## config.mk

```make
export PLATFORM = sky130hd
export DESIGN_NAME = instr_issue_flat
export DESIGN_NICKNAME = d
export VERILOG_FILES = /design/src/rtl/instr_issue_if.sv /design/src/rtl/instr_issue.sv /design/src/flat_wrapper.sv
export SDC_FILE = /design/constraint.sdc
export NUM_CORES = 1
export LEC_CHECK = 0
export ABC_AREA = 1
export ABC_CLOCK_PERIOD_IN_PS = 2500
export CORE_MARGIN = 3
export CORE_UTILIZATION = 50
export CTS_CLUSTER_DIAMETER = 60
export CTS_CLUSTER_SIZE = 12
export DETAILED_ROUTE_END_ITERATION = 7
export PLACE_DENSITY = 0.76
export SYNTH_ARGS = -nofsm -noshare
export SYNTH_HDL_FRONTEND = slang
export SYNTH_SLANG_ARGS = --single-unit
```

## constraint.sdc

```tcl
create_clock -name clk -period 2.5 [get_ports clk]
set_input_delay 0.25 -clock clk [delete_from_list [all_inputs] [get_ports clk]]
set_output_delay 0.25 -clock clk [all_outputs]
set_load 0.01 [all_outputs]
```

## src/rtl/instr_issue_if.sv

```systemverilog
// Instruction issue bus: upstream word handshake plus controller start/waiting
// and decoded instruction fields.
interface instr_issue_if;
    logic        in_valid;
    logic [15:0] in_instr;
    logic        in_ready;
    logic        waiting;
    logic [1:0]  reg_sel;
    logic        start;
    logic [2:0]  opcode;
    logic [1:0]  ALU_op;
    logic [1:0]  shift_op;
    logic [15:0] sximm8;
    logic [15:0] sximm5;
    logic [2:0]  r_addr;
    logic        illegal;

    modport master (
        output in_valid, in_instr, waiting, reg_sel,
        input  in_ready, start, opcode, ALU_op, shift_op,
        input  sximm8, sximm5, r_addr, illegal
    );

    modport slave (
        input  in_valid, in_instr, waiting, reg_sel,
        output in_ready, start, opcode, ALU_op, shift_op,
        output sximm8, sximm5, r_addr, illegal
    );
endinterface

```

## src/rtl/instr_issue.sv

```systemverilog
// instr_issue: 4-deep instruction FIFO feeding a start/waiting issue FSM.
// Define INSTR_ILLEGAL_TRAP_EN to halt on a bad opcode with a sticky illegal flag.
module instr_issue (
    input  logic          clk,
    input  logic          rst_n,
    instr_issue_if.slave  bus
);
    typedef enum logic [1:0] {
        IDLE  = 2'd0,
        ISSUE = 2'd1,
        BUSY  = 2'd2
    } state_t;

    state_t      state;
    state_t      state_nx;
    logic [15:0] mem [4];
    logic [1:0]  wp;
    logic [1:0]  rp;
    logic [2:0]  count;
    logic [15:0] ir;
    logic [15:0] head;
    logic        head_legal;
    logic        push;
    logic        pop;
    logic        load;
    logic        discard;
    logic        can_pop;
    logic        halt;
    logic        start_q;
    logic        start_d;

    assign head       = mem[rp];
    assign head_legal = (head[15:13] == 3'b101) || (head[15:13] == 3'b110);

    // Readiness comes from the registered count so a same-cycle pop never frees a slot.
    assign bus.in_ready = (count < 3'd4);
    assign push         = bus.in_valid && bus.in_ready;
    assign pop          = load || discard;
    assign can_pop      = (count != 3'd0) && bus.waiting && !halt;

    always_ff @(posedge clk) begin
        if (push) begin
            mem[wp] <= bus.in_instr;
        end
    end

    always_ff @(posedge clk) begin
        if (rst_n) begin
            wp    <= 2'd0;
            rp    <= 2'd0;
            count <= 3'd0;
        end else begin
            if (push) begin
                wp <= wp + 2'd1;
            end
            if (pop) begin
                rp <= rp + 2'd1;
            end
            case ({push, pop})
                2'b10:   count <= count + 3'd1;
                2'b01:   count <= count - 3'd1;
                default: count <= count;
            endcase
        end
    end

`ifdef INSTR_ILLEGAL_TRAP_EN
    logic illegal_q;

    always_ff @(posedge clk) begin
        if (rst_n) begin
            illegal_q <= 1'b0;
        end else if (discard) begin
            illegal_q <= 1'b1;
        end
    end

    assign halt        = illegal_q;
    assign bus.illegal = illegal_q;
`else
    assign halt        = 1'b0;
    assign bus.illegal = 1'b0;
`endif

    always_ff @(posedge clk) begin
        if (rst_n) begin
            state   <= IDLE;
            start_q <= 1'b0;
        end else begin
            state   <= state_nx;
            start_q <= start_d;
        end
    end

    always_comb begin
        state_nx = state;
        unique case (state)
            IDLE: begin
                if (can_pop && head_legal) begin
                    state_nx = ISSUE;
                end
            end
            ISSUE: begin
                if (!bus.waiting) begin
                    state_nx = BUSY;
                end
            end
            BUSY: begin
                if (bus.waiting) begin
                    state_nx = IDLE;
                end
            end
            default: state_nx = IDLE;
        endcase
    end

    // start is held while the controller still reports idle; it drops on the
    // same edge that moves ISSUE to BUSY.
    always_comb begin
        load    = 1'b0;
        discard = 1'b0;
        start_d = 1'b0;
        unique case (state)
            IDLE: begin
                load    = can_pop && head_legal;
                discard = can_pop && !head_legal;
            end
            ISSUE: begin
                start_d = bus.waiting;
            end
            default: begin
                start_d = 1'b0;
            end
        endcase
    end

    always_ff @(posedge clk) begin
        if (rst_n) begin
            ir <= 16'h0000;
        end else if (load) begin
            ir <= head;
        end
    end

    assign bus.start    = start_q;
    assign bus.opcode   = ir[15:13];
    assign bus.ALU_op   = ir[12:11];
    assign bus.shift_op = ir[4:3];
    assign bus.sximm8   = {{8{ir[7]}}, ir[7:0]};
    assign bus.sximm5   = {{11{ir[4]}}, ir[4:0]};

    always_comb begin
        bus.r_addr = 3'b000;
        unique case (bus.reg_sel)
            2'b10:   bus.r_addr = ir[10:8];
            2'b01:   bus.r_addr = ir[7:5];
            2'b00:   bus.r_addr = ir[2:0];
            default: bus.r_addr = 3'b000;
        endcase
    end
endmodule

```

## src/flat_wrapper.sv

```systemverilog
// flat-port wrapper written by rule: the top's interface ports become plain ports
module instr_issue_flat 
  (clk, rst_n, bus_in_valid, bus_in_instr, bus_waiting, bus_reg_sel, bus_in_ready, bus_start, bus_opcode, bus_ALU_op, bus_shift_op, bus_sximm8, bus_sximm5, bus_r_addr, bus_illegal);
  instr_issue_if bus_i ();
  input  logic clk;
  input  logic rst_n;
  input wire logic [$bits(bus_i.in_valid)-1:0] bus_in_valid;
  input wire logic [$bits(bus_i.in_instr)-1:0] bus_in_instr;
  input wire logic [$bits(bus_i.waiting)-1:0] bus_waiting;
  input wire logic [$bits(bus_i.reg_sel)-1:0] bus_reg_sel;
  output wire logic [$bits(bus_i.in_ready)-1:0] bus_in_ready;
  output wire logic [$bits(bus_i.start)-1:0] bus_start;
  output wire logic [$bits(bus_i.opcode)-1:0] bus_opcode;
  output wire logic [$bits(bus_i.ALU_op)-1:0] bus_ALU_op;
  output wire logic [$bits(bus_i.shift_op)-1:0] bus_shift_op;
  output wire logic [$bits(bus_i.sximm8)-1:0] bus_sximm8;
  output wire logic [$bits(bus_i.sximm5)-1:0] bus_sximm5;
  output wire logic [$bits(bus_i.r_addr)-1:0] bus_r_addr;
  output wire logic [$bits(bus_i.illegal)-1:0] bus_illegal;
  assign bus_i.in_valid = bus_in_valid;
  assign bus_i.in_instr = bus_in_instr;
  assign bus_i.waiting = bus_waiting;
  assign bus_i.reg_sel = bus_reg_sel;
  assign bus_in_ready = bus_i.in_ready;
  assign bus_start = bus_i.start;
  assign bus_opcode = bus_i.opcode;
  assign bus_ALU_op = bus_i.ALU_op;
  assign bus_shift_op = bus_i.shift_op;
  assign bus_sximm8 = bus_i.sximm8;
  assign bus_sximm5 = bus_i.sximm5;
  assign bus_r_addr = bus_i.r_addr;
  assign bus_illegal = bus_i.illegal;
  instr_issue u_core (.clk(clk), .rst_n(rst_n), .bus(bus_i));
endmodule
```

==> results of run 1 <==
area by class of cell:
class                   count  area [µm²]  area share [%]
clock buffers              11       141.4           3.005
flip-flops and latches     92        2482           52.75
well taps                 102       127.6           2.712
clock inverters             5       35.03          0.7445
inverters                  29       113.9           2.420
repair buffers             73       710.7           15.10
multi-input cells         221        1095           23.27
synthesized netlist by cell type:
| cell type | number | area share (%) |
|---|---|---|
| nor2_1 | 71 | 6.5 |
| nand2_2 | 7 | 1.1 |
| ha_1 | 5 | 1.5 |
| inv_2 | 1 | 0.092 |
| inv_1 | 27 | 2.5 |
| nand3b_1 | 6 | 1.1 |
| o311ai_0 | 2 | 0.43 |
| buf_2 | 1 | 0.12 |
| nor3_1 | 1 | 0.12 |
| nor3b_1 | 1 | 0.18 |
| o21a_1 | 1 | 0.18 |
| nand2_1 | 50 | 4.6 |
| o21ai_1 | 1 | 0.12 |
| nand2_4 | 3 | 0.83 |
| nor2_8 | 1 | 0.49 |
| buf_6 | 5 | 1.4 |
| dfxtp_1 | 28 | 14 |
| edfxtp_1 | 64 | 47 |
| buf_4 | 43 | 7.9 |
| a21oi_1 | 10 | 1.2 |
| nand3_1 | 13 | 1.6 |
| o21ai_0 | 38 | 4.6 |
| clkbuf_1 | 5 | 0.46 |
| inv_6 | 1 | 0.21 |
| fa_1 | 1 | 0.49 |
| o22ai_1 | 7 | 1.1 |
| nand3_2 | 2 | 0.49 |
| conb_1 | 1 | 0.092 |
where the power goes:
part | switching, mW | internal [mW]
Clock | 0.508 | 0.394
Combinational | 0.762 | 0.566
Sequential | 0.118 | 1.85
Total | 1.39 | 2.81
final timing paths:
check / end / slack, ns / cells after the start
worst max-delay path: bus_r_addr[0] / 0.35 / 4
worst max register to register: u_core.count[2] / 0.60 / 11
worst min-delay path: u_core.count[0] / 0.47 / 1
worst min register to register: u_core.count[0] / 0.47 / 1
logic make-up after synthesis:
| kind of cell | Yosys count | synth area share, % |
|---|---|---|
| buffers and inverters | 83 | 12.62 |
| other | 1 | 0.09160 |
| AOI/OAI and AO/OA | 59 | 7.671 |
| and+or+nand+nor | 155 | 16.96 |
| DFF | 92 | 60.64 |
| adders and majority gates | 6 | 2.017 |
flip-flops by register name, indices dropped and copies added, names as in the netlist, named ones only:
signal,flops
u_core.rp,2
u_core.mem,64
u_core.count,3
u_core.state,2
u_core.wp,2
u_core.ir,16
u_core.bus.start,1
worst max-delay path, delay by kind of cell:
family                 cells  cell delay [ns]
AO/OA/AOI/OAI              1             0.37
buffers and inverters      3             1.29
routing by layer:
metal  up-vias  wire (µm)
met4         0        149
met2        91       3556
met3        13        536
met5         -          0
li1       1337          -
met1      1218       3084
==> flow_summary.ini, run 1 <==
[worst_setup_path]
cp_slowest_cell = clkdlybuf4s50_1
arrival_ns = 1.90
setup.worst_path.class = primary input to output pin
cp_common_cell = clkdlybuf4s50_1
cp.required_ns = 2.25
path_max_fanout = 5
end_kind = output pin
slowest_delay_ns = 0.63
r2r-start = u_core.count[0]
startpoint_type = primary input
worstPathCellList = clkdlybuf4s50_1 -> inv_1 -> o311ai_0 -> clkdlybuf4s50_1
crit_start = bus_reg_sel[0]

[clock_network]
numCtsBuffers = 9
htreeDepth = 3
path_clk_slew_ns = 0.09
cts_root_buf = clkbuf_8
hold_buffers = 0
cts_num_sinks = 92
clock_latency_ns = 0.36
postCtsSetupRepairBufs = 0
cts_tree = built
post_cts_resized = 0
cts_buffer_depth = 2

[die]
initial_core_util_pct = 52.17
fp-row-count = 32
die_area_um2 = 9309
core_area_um2 = 7848
chipHeight_um = 96.49
io_pins = 67
die_w_um = 96.49

[sta]
tns_ns = 0
rsz0062_at_grt = false
finalSetupViolCount = 0
slew_violations = 0
hold_viol = 0
fin_crit_ns = 2.153
whs_ns = 0.4704
worstMarginPinSlew_ns = 0.5903
timing.final.ws_setup_ns = 0.3470
fin_skew_ns = 0.01363
slew_headroom_pct = 60.60
fmax_mhz = 464.5
fin_crit_sh_pct = 86.12

[routing]
vias = 2659
dr.pass1.iters = 4
avgViaCountPerCell = 4.989
wl_per_cell_um = 13.74
postRouteAntennaNets = 0
drc = 0
wl_um = 7326
dr.first_iter.drc_count = 189

[cells_and_area]
fin_util_pct = 59.96
layout_commonest_cell = nor2_1
drive_above_1_share_pct = 8.817
n_antenna_cell = 0
stdcell_area_um2 = 4706
layout.cells.non_filler = 533
layout_common_cells = nor2_1 (71), clkdlybuf4s50_1 (65), edfxtp_1 (64), nand2_1 (50), o21ai_0 (38)
final_nets = 454
synthToLayoutAreaGrowth_pct = 14.94
fillers = 683

[synth]
synth_cell_types = 28
syn-cell-area_um2 = 4094
postSynthAreaPerCell_um2 = 10.34
yosysSeqAreaShare_pct = 60.64
ys_warn_count = 0
synth_seq_cells = 92
synthCells = 396
syn_nets = 424

[placed_design]
place_congestion = 0.7822
hpwl_um = 4873
dp_cells = 517
dpl_cell_area_um2 = 4529
portBuffers = 65
dp_slack_ns = 0.2616

[global_route]
grt_pass1_wl_um = 11560
grt_start_max_net_pins = 34
grt_usage_pct = 16.53
use_met3_pct = 3.873
grt_antenna_before_repair = 0
use_met1_pct = 19.75
grt_use_met2_pct = 28.74
gr-max-usage-layer = met2
grt_overflow = 0
grt_pass1_vias = 2461

[run_status]
status = finished clean

[run]
cap_viol_max_count = 0

[min_path]
hold_path_class = flip-flop to flip-flop
worstHoldStart = u_core.count[0]

[power_and_ir_drop]
power_mw = 4.195
irDropWorstVdd_uv = 355.4
p_leak_nw = 1.778
power.density_nw_per_um2 = 891.5
No activity file was read; power rests on OpenSTA's default activity.
==> run 2, diff against run 1 <==
Settings changed: CORE_MARGIN 3 to 8.
==> flow_summary.ini, run 2 (same netlist as run 1, synthesis figures left out) <==
[clock_network]
post_cts_resized = 0
path_clk_slew_ns = 0.08
cts_buffer_depth = 2
numCtsBuffers = 9
hold_buffers = 0
clock_latency_ns = 0.36
postCtsSetupRepairBufs = 0
cts_tree = built
cts_root_buf = clkbuf_8
htreeDepth = 3
cts_num_sinks = 92

[sta]
slew_headroom_pct = 61.03
rsz0062_at_grt = false
whs_ns = 0.4647
fmax_mhz = 496.3
tns_ns = 0
fin_skew_ns = 0.01165
worstMarginPinSlew_ns = 0.5839
fin_crit_ns = 2.015
slew_violations = 0
finalSetupViolCount = 0
fin_crit_sh_pct = 80.60
hold_viol = 0

[routing]
vias = 2625
wl_per_cell_um = 14.19
wl_um = 7592
avgViaCountPerCell = 4.907
dr.pass1.iters = 4
drc = 0
postRouteAntennaNets = 0
dr.first_iter.drc_count = 144

[power_and_ir_drop]
p_leak_nw = 1.786
power.density_nw_per_um2 = 920.9
power_mw = 4.372
irDropWorstVdd_uv = 387.6

[worst_setup_path]
slowest_delay_ns = 0.61
path_max_fanout = 5
cp_common_cell = clkdlybuf4s50_1
cp_slowest_cell = clkdlybuf4s50_1
end_kind = output pin
worstPathCellList = clkdlybuf4s50_1 -> inv_1 -> o311ai_0 -> clkdlybuf4s50_1
cp_num_buf_inv = 3
setup.worst_path.class = primary input to output pin
startpoint_type = primary input
arrival_ns = 1.76
cp_top_family = buffers and inverters
cp.required_ns = 2.25

[die]
die_w_um = 106.5
die_area_um2 = 11340
io_pins = 67
initial_core_util_pct = 50.59
fp-row-count = 33
core_area_um2 = 8093
chipHeight_um = 106.5

[cells_and_area]
layout_commonest_cell = nor2_1
fillers = 679
final_nets = 453
n_antenna_cell = 0
synthToLayoutAreaGrowth_pct = 15.95
layout.cells.non_filler = 535
reg_top3 = u_core.mem (64), u_core.ir (16), u_core.count (3)
fin_util_pct = 58.66
largest_reg_flops = 64
largest_register = u_core.mem
drive_above_1_share_pct = 8.605
layout_common_cells = nor2_1 (71), clkdlybuf4s50_1 (65), edfxtp_1 (64), nand2_1 (50), o21ai_0 (38)

[run]
cap_viol_max_count = 0

[global_route]
grt_pass1_vias = 2602
grt_overflow = 0
grt_pass1_wl_um = 12280
grt_usage_pct = 13.86
grt_start_max_net_pins = 34
grt_antenna_before_repair = 0

[placed_design]
hpwl_um = 5137
dp_cells = 519
portBuffers = 65
place_congestion = 0.7422

[run_status]
status = finished clean

[min_path]
hold_path_class = flip-flop to flip-flop
-- run 2: final cells by class --
class                      count  area (µm²)  area share (%)
clock buffer                   9       123.9           2.609
multi-input combinational    221        1095           23.06
tap                          105       131.4           2.768
timing repair buffer          72       703.2           14.81
sequential                    92        2482           52.29
clock inverter                 7       97.59           2.056
inverter                      29       113.9           2.399
-- run 2: per-layer routing --
layer / routed length, µm / up-vias / track usage [%]
met3: 607 / 12 / 3.751
met4: 153 / 0 / 7.940
met5: 0 / - / 0
met2: 3580 / 95 / 23.50
met1: 3250 / 1187 / 15.42
li1: - / 1331 / -
-- run 2: metrics by stage --
step	setup slack (ns)	instance area, µm²
finish	0.4851	4747
global route	0.3356	4747
CTS	0.4651	4747
detailed placement	0.3038	4526
global placement	0.3852	4526
floorplan	0.6274	4094
-- run 2: report_power, final --
part | internal, mW | switching, mW
Combinational | 0.561 | 0.767
Clock | 0.568 | 0.506
Sequential | 1.85 | 0.124
Total | 2.98 | 1.40
-- run 2: worst paths after layout --
check	startpoint	to	slack (ns)	cells past startpoint
worst max register to register	u_core.count[0]	u_core.count[2]	0.61	11
worst min-delay path	u_core.ir[13]	u_core.ir[13]	0.46	2
worst max-delay path	bus_reg_sel[0]	bus_r_addr[0]	0.49	4
worst min register to register	u_core.ir[13]	u_core.ir[13]	0.46	2
-- run 2: worst reg2reg max path, stage by stage (launching register included) --
cell	delay, ns
dfxtp_1	0.36
inv_1	0.09
nand3_1	0.07
nand3_1	0.09
inv_1	0.11
ha_1	0.15
inv_1	0.06
fa_1	0.38
a21oi_1	0.14
o21ai_0	0.11
o21ai_0	0.17
a21oi_1	0.06
